--- src/rtl/dmem_arb_pkg.sv ---
// Shared types and constants for the two-master data-memory arbiter.
package dmem_arb_pkg;

   localparam int ARB_RR    = 0;
   localparam int ARB_FIXED = 1;

   typedef enum logic [1:0] {
      OWN_NONE = 2'd0,
      OWN_M0   = 2'd1,
      OWN_M1   = 2'd2
   } owner_e;

   typedef enum logic [1:0] {
      IDLE = 2'd0,
      OWN0 = 2'd1,
      OWN1 = 2'd2
   } state_e;

endpackage

--- src/rtl/dmem_arb_chan.sv ---
// One arbitration channel: owner FSM, round-robin pointer and m1 starvation counter.
// Valid/ready: req is held stable until the slave answers valid; transfer when grant and valid are both 1.
module dmem_arb_chan
   import dmem_arb_pkg::*;
#(
   parameter int ARB_MODE = ARB_RR,
   parameter int MAX_WAIT = 8
) (
   input  logic       clk_i,
   input  logic       reset_i,
   input  logic       req0_i,
   input  logic       req1_i,
   input  logic       s_valid_i,
   output logic [1:0] grant_o,
   output logic       hs_o
);

   localparam logic [3:0] MAX_WAIT_C = 4'(MAX_WAIT);

   state_e     state_q, state_d;
   logic       ptr_q, ptr_d;
   logic [3:0] cnt_q, cnt_d;
   logic       pick1;

   always_comb begin
      pick1   = 1'b0;
      grant_o = 2'b00;
      state_d = state_q;
      ptr_d   = ptr_q;
      cnt_d   = cnt_q;

      if (req1_i && !req0_i) begin
         pick1 = 1'b1;
      end else if (req1_i && req0_i) begin
         pick1 = (ARB_MODE == ARB_FIXED) ? (cnt_q >= MAX_WAIT_C) : ptr_q;
      end

      // An owner that drops its request loses the grant immediately.
      unique case (state_q)
         IDLE:    if (req0_i || req1_i) grant_o = pick1 ? 2'b10 : 2'b01;
         OWN0:    grant_o = {1'b0, req0_i};
         OWN1:    grant_o = {req1_i, 1'b0};
         default: grant_o = 2'b00;
      endcase
      if (reset_i) grant_o = 2'b00;

      hs_o = (|grant_o) && s_valid_i;

      unique case (state_q)
         IDLE:    if ((|grant_o) && !s_valid_i) state_d = grant_o[1] ? OWN1 : OWN0;
         OWN0:    if (!req0_i || s_valid_i) state_d = IDLE;
         OWN1:    if (!req1_i || s_valid_i) state_d = IDLE;
         default: state_d = IDLE;
      endcase

      if (hs_o) ptr_d = grant_o[0];

      if (hs_o && grant_o[1]) begin
         cnt_d = 4'd0;
      end else if (state_q == IDLE && req1_i && !grant_o[1] && cnt_q != 4'hF) begin
         cnt_d = cnt_q + 4'd1;
      end
   end

   always_ff @(posedge clk_i) begin
      if (reset_i) begin
         state_q <= IDLE;
         ptr_q   <= 1'b0;
         cnt_q   <= 4'd0;
      end else begin
         state_q <= state_d;
         ptr_q   <= ptr_d;
         cnt_q   <= cnt_d;
      end
   end

endmodule

--- src/rtl/dmem_arb.sv ---
// Two-master data-memory arbiter: independent write and read channels plus read-return routing.
module dmem_arb
   import dmem_arb_pkg::*;
#(
   parameter int ARB_MODE = ARB_RR,
   parameter int MAX_WAIT = 8
) (
   input  logic        clk,
   input  logic        reset,
   input  logic        m0_wready,
   output logic        m0_wvalid,
   input  logic [31:0] m0_waddr,
   input  logic [31:0] m0_wdata,
   input  logic [3:0]  m0_wstrb,
   input  logic        m0_rready,
   output logic        m0_rvalid,
   input  logic [31:0] m0_raddr,
   output logic        m0_rresp,
   output logic [31:0] m0_rdata,
   input  logic        m1_wready,
   output logic        m1_wvalid,
   input  logic [31:0] m1_waddr,
   input  logic [31:0] m1_wdata,
   input  logic [3:0]  m1_wstrb,
   input  logic        m1_rready,
   output logic        m1_rvalid,
   input  logic [31:0] m1_raddr,
   output logic        m1_rresp,
   output logic [31:0] m1_rdata,
   output logic        s_wready,
   input  logic        s_wvalid,
   output logic [31:0] s_waddr,
   output logic [31:0] s_wdata,
   output logic [3:0]  s_wstrb,
   output logic        s_rready,
   input  logic        s_rvalid,
   output logic [31:0] s_raddr,
   input  logic        s_rresp,
   input  logic [31:0] s_rdata,
   output logic [1:0]  wgrant,
   output logic [1:0]  rgrant
);

   logic   w_hs, r_hs;
   owner_e ret_q, ret_d;

   dmem_arb_chan #(.ARB_MODE(ARB_MODE), .MAX_WAIT(MAX_WAIT)) u_wr_chan (
      .clk_i    (clk),
      .reset_i  (reset),
      .req0_i   (m0_wready),
      .req1_i   (m1_wready),
      .s_valid_i(s_wvalid),
      .grant_o  (wgrant),
      .hs_o     (w_hs)
   );

   dmem_arb_chan #(.ARB_MODE(ARB_MODE), .MAX_WAIT(MAX_WAIT)) u_rd_chan (
      .clk_i    (clk),
      .reset_i  (reset),
      .req0_i   (m0_rready),
      .req1_i   (m1_rready),
      .s_valid_i(s_rvalid),
      .grant_o  (rgrant),
      .hs_o     (r_hs)
   );

   assign m0_wvalid = w_hs && wgrant[0];
   assign m1_wvalid = w_hs && wgrant[1];
   assign m0_rvalid = r_hs && rgrant[0];
   assign m1_rvalid = r_hs && rgrant[1];
   assign s_wready  = |wgrant;
   assign s_rready  = |rgrant;

   always_comb begin
      s_waddr = '0;
      s_wdata = '0;
      s_wstrb = '0;
      s_raddr = '0;
      if (wgrant[0]) begin
         s_waddr = m0_waddr;
         s_wdata = m0_wdata;
         s_wstrb = m0_wstrb;
      end else if (wgrant[1]) begin
         s_waddr = m1_waddr;
         s_wdata = m1_wdata;
         s_wstrb = m1_wstrb;
      end
      if (rgrant[0])      s_raddr = m0_raddr;
      else if (rgrant[1]) s_raddr = m1_raddr;
   end

   // Return owner tracks only the most recent read handshake, so back-to-back reads overlap cleanly.
   always_comb begin
      ret_d = OWN_NONE;
      if (r_hs) ret_d = rgrant[1] ? OWN_M1 : OWN_M0;
   end

   always_ff @(posedge clk) begin
      if (reset) ret_q <= OWN_NONE;
      else       ret_q <= ret_d;
   end

   assign m0_rresp = !reset && (ret_q == OWN_M0) && s_rresp;
   assign m1_rresp = !reset && (ret_q == OWN_M1) && s_rresp;
   assign m0_rdata = reset ? '0 : s_rdata;
   assign m1_rdata = reset ? '0 : s_rdata;

endmodule

--- config.mk ---
export PLATFORM = sky130hd
export DESIGN_NAME = dmem_arb
export DESIGN_NICKNAME = d
export VERILOG_FILES = /design/src/rtl/dmem_arb_pkg.sv /design/src/rtl/dmem_arb_chan.sv /design/src/rtl/dmem_arb.sv
export SDC_FILE = /design/constraint.sdc
export NUM_CORES = 1
export LEC_CHECK = 0
export ABC_AREA = 1
export CAP_MARGIN = 15
export CORE_AREA = 4 4 159 161
export CTS_CLUSTER_DIAMETER = 120
export CTS_CLUSTER_SIZE = 16
export DETAILED_ROUTE_END_ITERATION = 10
export DIE_AREA = 0 0 163 165
export SETUP_SLACK_MARGIN = 0.1
export SYNTH_ARGS = -nofsm -noshare
export SYNTH_HDL_FRONTEND = slang
export SYNTH_SLANG_ARGS = --single-unit
--- constraint.sdc ---
create_clock -name clk -period 1.1 [get_ports clk]
set_input_delay 0.165 -clock clk [delete_from_list [all_inputs] [get_ports clk]]
set_output_delay 0.165 -clock clk [all_outputs]
set_load 0.05 [all_outputs]
==> flow_metrics.py <==
metrics = {
    "sta": {
        "timing.hold.ws_ns": 0.2025,
        "slew_headroom_pct": 81.48,
        "rsz0062_at_grt": "yes",
        "maxSlewViolCount": 0,
        "fmax_mhz": 566.0,
        "min_period_ns": 1.767,
        "finalHoldViolCount": 0,
        "setup-tns-final_ns": -69.71,
        "fin_ws_ns": -0.6668,
        "tightest_slew_ns": 0.2758,
        "finalClockSkew_ns": 0.003493,
        "final-setup-viol-count": 140,
        "post-route-period-util_pct": 160.6,
    },
    "cts": {
        "htreeDepth": 1,
        "cts_buffer_depth": 2,
        "clk_pin_slew_ns": 0.04,
        "cts.sinks": 8,
        "cts-buffers-inserted": 3,
        "cts_root_buf": "clkbuf_16",
        "cts_tree": "yes",
        "clk_latency_ns": 0.24,
        "cts_hold_buf": 0,
    },
    "pwr": {
        "p_switching_w": 0.005962,
        "internal_power_w": 0.006542,
        "power_frac_seq_pct": 3.6,
        "power_frac_clock_pct": 5.2,
        "power_w": 0.01250,
        "p_sw_share_pct": 47.68,
        "peakVddDrop_mv": 0.5849,
        "leakage_nw": 4.389,
        "combPwrFrac_pct": 91.2,
        "powerDensity_mw_per_mm2": 1240,
    },
    "detailed_routing": {
        "ant_nets": 0,
        "top_layer": "met5",
        "wl_met2_um": 11350,
        "drt-initial-drc-count": 172,
        "via_per_inst": 3.877,
        "first_pass_iters": 4,
        "num_vias": 4172,
        "drc": 0,
        "wl_um": 21170,
        "route.met3.wl_um": 1763,
        "wire_per_inst_um": 19.67,
        "drt-met1-wl_um": 7752,
    },
    "yosys": {
        "synth_top_area_share_pct": 42.25,
        "yosysTopAreaCell": "a22o_1",
        "synth_seq_cells": 8,
        "syn-cell-area_mm2": 0.002073,
        "yosysWarnings": 0,
        "syn_inst": 320,
        "syn_nets": 561,
        "yosysUniqueCellTypes": 19,
        "yosys-top-cells-area": "a22o_1, buf_4, inv_1",
        "synth_area_per_cell_um2": 6.479,
        "synth_seq_area_share_pct": 7.725,
    },
    "setup_path": {
        "cp.depth": 9,
        "cp_top_family": "buffers and inverters",
        "crit_path_max_incr_delay_ns": 0.32,
        "crit_chain": "inv_2, buf_4, nand3_2, inv_2, nand2_4, inv_8, buf_12, a22o_2, buf_12",
        "cpMaxStageDelayCell": "dfxtp_2",
        "worst_r2r_path_depth": 10,
        "start_kind": "register",
        "crit_type": "register to primary output",
        "cp-end-kind": "primary output",
        "path_max_fanout": 12,
        "crit_arrival_ns": 1.60,
        "cp_num_buf_inv": 6,
        "critical_path_required_ns": 0.94,
    },
    "run_status": {
        "violations": "negative setup slack",
        "run_status": "complete, but fails checks",
    },
    "floorplanning": {
        "initial_utilization_pct": 8.652,
        "io_pins": 417,
        "die_w_um": 163,
        "die_area_mm2": 0.02690,
        "core_mm2": 0.02396,
        "rows": 57,
        "die_y_um": 165,
    },
    "global_route": {
        "grt_pass1_vias": 4411,
        "track_usage_pct": 13.90,
        "global_route.overflow_total": 0,
        "grt_pass1_wl_um": 28430,
        "antenna_found_initial": 3,
        "grt_max_degree": 24,
    },
    "place": {
        "dpl.hpwl_um": 15730,
        "dp.cells": 1038,
        "gp_congestion": 0.7500,
        "port_buffers": 416,
        "dp_slack_ns": -0.8041,
    },
    "finish": {
        "layout.cells.non_filler": 1076,
        "nets": 993,
        "area_growth_pct": 386.4,
        "drive_gt1_share_pct": 62.00,
    },
    "run": {
        "cap_violations": 0,
    },
    "worst_hold_path": {
        "hold_depth": 4,
        "hp-class": "input pin to register",
    },
}
==> placed cells by master (no fill, tap or decap), types with 3 or more instances in the layout <==
cell,synthesis,layout
nand2_1,34,25
nor2_4,2,40
nand2_8,0,3
inv_1,47,6
inv_2,6,40
dlygate4sd2_1,0,37
buf_16,0,10
clkdlybuf4s50_1,0,202
a22o_2,0,15
nand3_1,8,4
a22o_4,0,85
clkbuf_16,0,5
buf_6,3,21
buf_4,34,22
nand2_2,1,4
nand3_4,0,3
dfxtp_2,0,6
inv_4,0,3
nand2_4,1,4
inv_8,0,3
nand3_2,3,4
nor2_1,46,6
buf_8,0,37
buf_12,0,148
a21oi_2,0,3
==> cell type report <==
type                    count  area [um^2]
fillers                  2281        13880
repair inverters            4        63.81
flip-flops and latches      8        167.7
diodes                      2        5.005
clock buffers               3        75.07
well taps                 324        405.4
inverters                  54        249.0
multi-input cells         202         2526
repair buffers            479         6591
==> power groups by stage <==
stage	clock network, W	registers (W)	logic, W
after floorplan	0	0.000429	0.00531
after global placement	0	0.000436	0.0100
after detailed placement	0	0.000438	0.0100
after CTS	0.000680	0.000449	0.0111
after global routing	0.000692	0.000455	0.0118
final	0.000652	0.000448	0.0114
==> worst register-to-register path, cell delays in order, from the launching register on <==
cell	delay [ns]
dfxtp_2	0.32
inv_2	0.08
buf_6	0.11
nand3_4	0.08
inv_4	0.09
nand2_8	0.16
buf_6	0.19
buf_6	0.12
nor2_2	0.10
a21oi_1	0.05
nor2_1	0.10
==> kinds of logic after synthesis <==
group | Yosys count | synth area share (%)
compound gates | 104 | 43.21
flops | 8 | 7.725
buf+inv | 110 | 28.36
simple gates | 98 | 20.70
==> synthesized netlist by cell type, drive strengths merged <==
cell type    n
a21oi        4
a22o       100
buf         53
clkbuf       3
dfxtp        8
inv         54
nand2       36
nand3       11
nand4        2
nor2        48
nor4         1
==> sequential cells by signal, indices dropped and copies added, names as in the netlist <==
register and cells:
u_rd_chan.state_q 2, ret_q 2, u_rd_chan.ptr_q 1, u_wr_chan.ptr_q 1, u_wr_chan.state_q 2
==> path summary, 6_finish.rpt <==
check | startpoint | endpoint | slack, ns
worst max-delay path | u_wr_chan.state_q[0] | s_wstrb[1] | -0.67
worst min register to register | u_rd_chan.ptr_q | u_rd_chan.ptr_q | 0.48
worst min-delay path | reset | u_wr_chan.state_q[0] | 0.20
worst max register to register | u_rd_chan.state_q[0] | u_rd_chan.state_q[1] | -0.35
==> per-stage QoR <==
| step | utilization, % | cell area [um^2] |
|---|---|---|
| 6_report | 42.08 | 10080 |
| 5_1_grt | 42.08 | 10080 |
| 4_1_cts | 40.98 | 9821 |
| 3_5_place_dp | 36.50 | 8747 |
| 3_3_place_gp | 36.50 | 8747 |
| 2_1_floorplan | - | 3194 |
==> repair_timing <==
| action | 4_1_cts | 5_1_grt |
|---|---|---|
| buffers inserted | 16 | 6 |
| endpoints found under the setup margin | 184 | 184 |
| gates resized for setup | 209 | 54 |
| cloned | 15 | 3 |
| pin swaps | 41 | 45 |
==> layer usage <==
layer,global-route usage (%),up-vias
li1,-,1950
met1,15.52,1964
met2,26.62,238
met3,4.043,18
met4,1.944,2
met5,0,-
No activity file was read; power rests on OpenSTA's default activity.
